<file path="src/rtl/clk_div_monitor.sv">
// rtl/clk_div_monitor.sv - ref-domain phase/period checker and lock detector for an integer clock divider
module clk_div_monitor #(
    parameter int SYNC_STAGES = 2,
    parameter int LOCK_CNT    = 4
) (
    input  logic       i_ref_clk,
    input  logic       i_rst,
    input  logic       i_div_clk,
    input  logic [7:0] i_div_ratio,
    input  logic       i_en,
    input  logic       i_err_clr,
    output logic [7:0] o_high_len,
    output logic [7:0] o_low_len,
    output logic [8:0] o_period,
    output logic       o_meas_valid,
    output logic       o_lock,
    output logic       o_err,
    output logic       o_timeout,
    output logic       o_bypass
);

    typedef enum logic [1:0] {IDLE, WAIT_RISE, MEAS_HIGH, MEAS_LOW} state_t;

    localparam logic [3:0] LOCK_MAX = LOCK_CNT[3:0];

    state_t                 state;
    logic [SYNC_STAGES-1:0] sync_q;
    logic                   sync_d;
    logic [7:0]             cnt;
    logic [7:0]             hi_tmp;
    logic [7:0]             r_ratio;
    logic [3:0]             good_cnt;

    logic       sync_s;
    logic       rise;
    logic       fall;
    logic       ratio_ok;
    logic [8:0] ratio_p1;
    logic [7:0] exp_high;
    logic [7:0] exp_low;
    logic       period_match;
    logic [3:0] good_inc;

    assign sync_s       = sync_q[SYNC_STAGES-1];
    assign rise         = sync_s & ~sync_d;
    assign fall         = ~sync_s & sync_d;
    assign ratio_ok     = (i_div_ratio >= 8'd2);
    // Odd ratios put the extra ref cycle in the high phase.
    assign ratio_p1     = {1'b0, r_ratio} + 9'd1;
    assign exp_high     = ratio_p1[8:1];
    assign exp_low      = {1'b0, r_ratio[7:1]};
    assign period_match = (hi_tmp == exp_high) && (cnt == exp_low);
    assign good_inc     = (good_cnt == LOCK_MAX) ? good_cnt : good_cnt + 4'd1;

    always_ff @(posedge i_ref_clk) begin
        if (i_rst) begin
            state        <= IDLE;
            sync_q       <= '0;
            sync_d       <= 1'b0;
            cnt          <= 8'd0;
            hi_tmp       <= 8'd0;
            r_ratio      <= 8'd0;
            good_cnt     <= 4'd0;
            o_high_len   <= 8'd0;
            o_low_len    <= 8'd0;
            o_period     <= 9'd0;
            o_meas_valid <= 1'b0;
            o_lock       <= 1'b0;
            o_err        <= 1'b0;
            o_timeout    <= 1'b0;
            o_bypass     <= 1'b0;
        end else begin
            sync_q       <= {sync_q[SYNC_STAGES-2:0], i_div_clk};
            sync_d       <= sync_s;
            o_bypass     <= ~ratio_ok;
            o_meas_valid <= 1'b0;
            o_timeout    <= 1'b0;
            // Later error assignments in this block override the clear.
            if (i_err_clr) begin
                o_err <= 1'b0;
            end

            if (state != IDLE && (!i_en || !ratio_ok)) begin
                state    <= IDLE;
                o_lock   <= 1'b0;
                good_cnt <= 4'd0;
            end else if (state != IDLE && i_div_ratio != r_ratio) begin
                r_ratio  <= i_div_ratio;
                o_lock   <= 1'b0;
                good_cnt <= 4'd0;
                state    <= WAIT_RISE;
            end else begin
                case (state)
                    IDLE: begin
                        if (i_en && ratio_ok) begin
                            r_ratio <= i_div_ratio;
                            state   <= WAIT_RISE;
                        end
                    end
                    WAIT_RISE: begin
                        if (rise) begin
                            cnt   <= 8'd1;
                            state <= MEAS_HIGH;
                        end
                    end
                    MEAS_HIGH: begin
                        if (fall) begin
                            hi_tmp <= cnt;
                            cnt    <= 8'd1;
                            state  <= MEAS_LOW;
                        end else if (cnt == 8'hFF) begin
                            o_timeout <= 1'b1;
                            o_err     <= 1'b1;
                            o_lock    <= 1'b0;
                            good_cnt  <= 4'd0;
                            state     <= WAIT_RISE;
                        end else begin
                            cnt <= cnt + 8'd1;
                        end
                    end
                    MEAS_LOW: begin
                        if (rise) begin
                            o_high_len   <= hi_tmp;
                            o_low_len    <= cnt;
                            o_period     <= {1'b0, hi_tmp} + {1'b0, cnt};
                            o_meas_valid <= 1'b1;
                            if (period_match) begin
                                good_cnt <= good_inc;
                                o_lock   <= (good_inc == LOCK_MAX);
                            end else begin
                                good_cnt <= 4'd0;
                                o_lock   <= 1'b0;
                                o_err    <= 1'b1;
                            end
                            cnt   <= 8'd1;
                            state <= MEAS_HIGH;
                        end else if (cnt == 8'hFF) begin
                            o_timeout <= 1'b1;
                            o_err     <= 1'b1;
                            o_lock    <= 1'b0;
                            good_cnt  <= 4'd0;
                            state     <= WAIT_RISE;
                        end else begin
                            cnt <= cnt + 8'd1;
                        end
                    end
                    default: state <= IDLE;
                endcase
            end
        end
    end

endmodule

</file>
<file path="config.mk">
export PLATFORM = sky130hd
export DESIGN_NAME = clk_div_monitor
export DESIGN_NICKNAME = d
export VERILOG_FILES = /design/src/rtl/clk_div_monitor.sv
export SDC_FILE = /design/constraint.sdc
export NUM_CORES = 1
export LEC_CHECK = 0
export CORE_MARGIN = 4
export CORE_UTILIZATION = 48
export DETAILED_ROUTE_END_ITERATION = 10
export PLACE_DENSITY_LB_ADDON = 0.12
export SETUP_SLACK_MARGIN = 0.5
export SLEW_MARGIN = 20
export SYNTH_ARGS = -nofsm -noshare
export SYNTH_HDL_FRONTEND = slang
export SYNTH_SLANG_ARGS = --single-unit
</file>
<file path="constraint.sdc">
create_clock -name i_ref_clk -period 2 [get_ports i_ref_clk]
set_input_delay 0.2 -clock i_ref_clk [delete_from_list [all_inputs] [get_ports i_ref_clk]]
set_output_delay 0.2 -clock i_ref_clk [all_outputs]
set_load 0.03 [all_outputs]
</file>
== Word-level counts from Yosys, hierarchy flattened ==
Index checks and enable logic that the tools add are counted.

* $add $sub $neg: 4
* Eq/ne operators: 14
* $lt $le $gt $ge: 1
* Reductions and logical operators: 23
* Muxes and demuxes: 39
* Bitwise gates (word level): 8

{| class="wikitable"
|+ Operators by type and width
! kind !! count
|-
| $mux W8 || 7
|-
| $pmux W8 S3 || 1
|-
| $mux W4 || 5
|-
| $mux W1 || 16
|-
| $reduce_and A4 Y1 || 3
|-
| $mux W2 || 5
|-
| $add A8 B1 Y9 const B || 1
|-
| $add A8 B8 Y9 || 1
|-
| $add A8 B1 Y8 const B || 1
|-
| $eq A4 B3 Y1 const B || 2
|-
| $eq A8 B7 Y1 || 1
|-
| $eq A8 B8 Y1 || 1
|-
| $eq A8 B8 Y1 const B || 1
|-
| $ge A8 B2 Y1 const B || 1
|-
| $ne A8 B8 Y1 || 1
|-
| $pmux W2 S4 || 1
|-
| $pmux W4 S2 || 1
|-
| $reduce_bool A2 Y1 || 4
|-
| $ne A2 B2 Y1 const B || 3
|-
| $ne A3 B3 Y1 const B || 2
|-
| $not A1 Y1 || 6
|-
| $pmux W1 S2 || 3
|-
| $reduce_and A2 Y1 || 3
|-
| $add A4 B1 Y4 const B || 1
|-
| 12 further kinds || 18
|}

* Logic and storage cells: 105
* Register bits after elaboration: 63
* Input bits: 13
* Output and inout port bits: 30

== Logic depth before layout (Yosys ltp) ==
* Depth in word-level cells: 8
* Depth in mapped cells: 9
* Mapped depth without buffers: 9

== Worst setup path before layout ==
No wires, ideal clock.

* Path type: reg2reg
* From: register r_ratio[0]
* To: register o_err
* Stages on the path, launching flop included: 8
* Path buffers: 1
* Setup slack: -0.102 ns
* Arrival time: 1.980 ns
* Clock period less this slack: 2.102 ns
* Data required time: 1.878 ns
* Library setup time: 0.122 ns
* Cell sequence: dfxtp_1 -> ha_1 -> clkbuf_1 -> or4b_1 -> o221ai_1 -> a32o_1 -> nand2_1 -> a311o_1

* Cells in the longest elaborated chain, start to end: 8
* Elaborated cells between the ends (all ways): 10
* Those cells by class: add/sub: 1; eq/ne: 2; mux: 5; reduce/logical: 2

{| class="wikitable"
|+ RTL lines
! what !! RTL line !! source
|-
| start: declaration || 31 || <nowiki>logic [7:0] r_ratio;</nowiki>
|-
| start signal: assignment || 88 || <nowiki>r_ratio <= i_div_ratio;</nowiki>
|-
| start signal: assignment || 96 || <nowiki>r_ratio <= i_div_ratio;</nowiki>
|-
| $add A8 B1 Y9 || 49 || <nowiki>assign ratio_p1 = {1'b0, r_ratio} + 9'd1;</nowiki>
|-
| $eq A8 B8 Y1 || 52 || <nowiki>assign period_match = (hi_tmp == exp_high) && (cnt == exp_low);</nowiki>
|-
| $logic_and A1 B1 Y1 || 52 ||
|-
| $mux W1 || 127 || <nowiki>if (period_match) begin</nowiki>
|-
| $mux W1 || 122 || <nowiki>if (rise) begin</nowiki>
|-
| $pmux W1 S2 || 93 || <nowiki>case (state)</nowiki>
|-
| $mux W1 (*) || 87 || <nowiki>end else if (state != IDLE && i_div_ratio != r_ratio) begin</nowiki>
|-
| $mux W1 (*) || 83 || <nowiki>if (state != IDLE && (!i_en || !ratio_ok)) begin</nowiki>
|-
| end signal: assignment || 80 || <nowiki>o_err <= 1'b0;</nowiki>
|-
| end signal: assignment || 133 || <nowiki>o_err <= 1'b1;</nowiki>
|-
| end signal: assignment || 139 || <nowiki>o_err <= 1'b1;</nowiki>
|-
| end: declaration || 17 || <nowiki>output logic o_err,</nowiki>
|}

Mark *: on every way between the ends. The rest lies on a longest branch, timed or not.
A chain may end at the register's enable or synchronous reset.

== Worst setup path in the final report ==
* From: register r_ratio[1]
* To: register o_low_len[5]

* Cells in the longest elaborated chain, start to end: 4

{| class="wikitable"
|+ RTL lines
! what !! RTL line !! source
|-
| $ne A8 B8 Y1 || 87 ||
|-
| $logic_and A1 B1 Y1 || 87 ||
|-
| $not A1 Y1 (no line) || n/a ||
|-
| $reduce_and A4 Y1 (no line) || n/a ||
|-
| end signal: assignment || 124 || <nowiki>o_low_len <= cnt;</nowiki>
|-
| end: declaration || 13 || <nowiki>output logic [7:0] o_low_len,</nowiki>
|}

No other way between the ends.

==> impl_results.md <==
- Most common cell after layout, fill and taps aside: nand2_1
- Most frequent cells in the layout: 56 x nand2_1, 54 x buf_4, 49 x dfxtp_1
- DRC Markers: 0
- Clock transition at the registers of the reported paths: 80 ps
- Crit Path Max Fanout: 6
- Crit path time final: 1960 ps
- Area of the core: 0.00683 mm^2
- Setup crit end kind: register
- Port buffer count: 42
- Layout cell share with drive strength beyond 1: 36.7%
- Met1 GRT Util: 31.1%
- Final setup vio count: 0
- Via-to-Cell Ratio: 5.65
- Initial antenna violation count: 0
- Finished Core Util: 76.9%
- Critical Path Start Type: register
- Hold Fails Final Rpt: 0
- Syn. warnings: 0
- # clock sinks: 63
- Cell family with most CP delay: simple AND/OR/NAND/NOR gates
- Wirelength, routed: 10,800 um
- Vias in the first global route: 3,508
- Die height: 92.3 um
- Die area: 0.00852 mm^2
- Vias: 3,496
- Critical Path RT: 2280 ps
- Post-synth EDFFs: 0
- Cell area after layout: 0.00525 mm^2
- Cells after Synth: 408
- VDD IR max: 0.421 mV
- Buffers and inverters on the worst path: 5
- Post-synthesis area per instance: 8.36 um^2
- Die Wd: 92.3 um
- Cells along the critical path: buf_6 -> xnor2_2 -> nand4_1 -> buf_6 -> nor3_4 -> and2_4 -> buf_12 -> buf_12 -> buf_16 -> nand2_1 -> a21oi_1
- Synth unique cells: 59
- Area after DPL: 0.00429 mm^2
- Slew @ Worst Pin: 615 ps
- Largest net degree at the start of global routing: 27
- Clock skew: 13.3 ps
- Max cap viols: 0
- Mapped cell area: 0.00341 mm^2
- CP max stage cell: dfxtp_4
- WS Path Type: reg -> reg
- Fill count: 454
- Non-filler cells, final: 619
- Slew Limit Headroom: 58.5%
- Hold path depth: 3
- Clock Tree Root: clkbuf_8
- GRT Residual Overflow: 0
- Detail Route Antenna Nets: 0
- Drt first pass iters: 4
- Seq/Total Area, Yosys: 37.0%
- Wire per inst: 17.5 um
- Fraction of the cycle the final worst path needs: 98.0%
- FFs w/ async S/R, synth: 0%
- #FFs+latches synth: 63
- Area growth syn-to-layout: 53.9%
- Total Routing Usage GR: 25.0%
- Min-delay worst type: in -> reg
- Max-slew violations: 0
- P per Cell Area: 530 mW/mm^2
- Initial core utilization: 49.9%
- Global-route wire length before repair: 17,000 um
- CP peak stage delay: 370 ps
- Cts bufs inserted: 9
- Share of the synthesized area in the top cell type: 37.0%
- Hold buffers post-CTS: 0
- CTS H-Tree Depth: 3
- # diodes: 0
- Max Clock Freq: 510 MHz
- Commonest register cell after synthesis: dfxtp_1
- FF+latch area: 0.00129 mm^2
- Placed instance count: 571
- Clk_lat worst skew: 350 ps
- Reg2reg path depth: 11
- Global route hottest layer: met2
- Total leakage power: 0.00224 uW
- Met3 usage: 4.96%
- Grt met2 use: 41.1%
- DR iter-0 viols: 211
- Syn nets: 434
- Area occupied by multi-input gates: 0.00238 mm^2
- Status: finished, final reports clean
- IO Count: 43
- Post-detail-place hpwl: 6160 um
- Placer congestion estimate: 0.851
- Clock tree from TritonCTS: built
- Cell taking the most area after synthesis: dfxtp_1
- Instance count on the critical path: 11
- CP arrival: 2240 ps
- # rows: 30
- Synth top area cells: dfxtp_1 37%, nand2_1 7.0%, a21oi_1 5.4%
- Layout Nets: 544
- Unrepaired setup endpoints after global routing: true
- R2R Setup Slk: 40 ps
- Clk buf depth: 2
-- through the flow --
step | hold WS [ps] | power, uW | setup slack, ps | TNS [ps]
4_1_cts | 149 | 2760 | 90.0 | 0
6_report | 158 | 2780 | 40.5 | 0
3_5_place_dp | 428 | 1530 | -431 | -19090
2_1_floorplan | 328 | 1440 | 35.3 | 0
3_3_place_gp | 432 | 1520 | -392 | -17200
5_1_grt | 179 | 2860 | -91.2 | -836
-- area by class of cell --
cell class,count,area share (%)
clock inverter,5,1.14
sequential,63,24.6
tap,96,2.29
timing repair buffer,125,22.6
multi-input combinational,305,45.3
clock buffer,11,3.10
inverter,14,1.00
-- cells in the mapped netlist, drive strengths merged, types with 2 or more instances --
cell type / number
nand2: 65
dfxtp: 63
a21oi: 37
nor2: 37
mux2i: 16
xnor2: 16
o21ai: 15
clkbuf: 14
inv: 14
buf: 12
ha: 12
xor2: 12
nand3: 9
nand4: 9
a211oi: 8
nor3: 8
or3: 6
nor2b: 5
nand3b: 3
nor3b: 3
nor4: 3
o211ai: 3
o21a: 3
o41ai: 3
a21boi: 2
a31oi: 2
a41oi: 2
and2: 2
and3: 2
o2111ai: 2
o21ba: 2
or4: 2
-- final timing paths --
path,startpoint,endpoint
hold reg to reg,sync_q[0]$_SDFF_PP0_,sync_q[1]$_SDFF_PP0_
setup reg to reg,r_ratio[1]$_SDFFE_PP0P_,o_low_len[5]$_SDFFE_PP0P_
setup / recovery,r_ratio[1]$_SDFFE_PP0P_,o_low_len[5]$_SDFFE_PP0P_
hold / removal,i_div_ratio[1],r_ratio[1]$_SDFFE_PP0P_
-- power by group --
part / total, uW / internal, uW / switching [uW]
logic: 255 / 125 / 129
clock network: 1240 / 690 / 553
registers: 1290 / 1260 / 22.6
-- layer usage --
layer / wire, um / share of wire, % / up-vias
met4: 272 / 2.5 / 0
met2: 5340 / 49 / 114
met1: 4660 / 43 / 1712
met5: 0 / 0 / -
met3: 543 / 5.0 / 24
li1: - / - / 1646
-- state kept, by name (all words and copies together) (netlist names), 2 cells and up --
| signal | cells |
|---|---|
| o_period | 9 |
| cnt | 8 |
| hi_tmp | 8 |
| o_high_len | 8 |
| o_low_len | 8 |
| r_ratio | 8 |
| good_cnt | 4 |
| state | 2 |
| sync_q | 2 |
-- timing repair --
item / CTS / global route
endpoints found under the setup margin: 89 / 59
pin swaps: 46 / 20
resized for setup: 115 / 35
gates cloned: 4 / 0
hold endpoints to repair: 0 / 0
setup buffers: 19 / 9
-- logic make-up (layout without fill, tap and decap cells) --
family | count (synthesis) | count (layout) | share of synthesized area (%)
and+or+nand+nor | 159 | 159 | 22.3
adders and majority gates | 13 | 13 | 4.99
DFF | 63 | 63 | 37.0
muxes | 16 | 16 | 4.69
AOI/OAI and AO/OA | 89 | 89 | 18.1
buffers and inverters | 40 | 155 | 5.79
xor gates and xnor gates | 28 | 28 | 7.19
-- worst min-delay path: stages --
cell     delay (ps)
buf_2           120
mux2i_1          80
nor2_1           70
(Power assumes the default switching activity.)
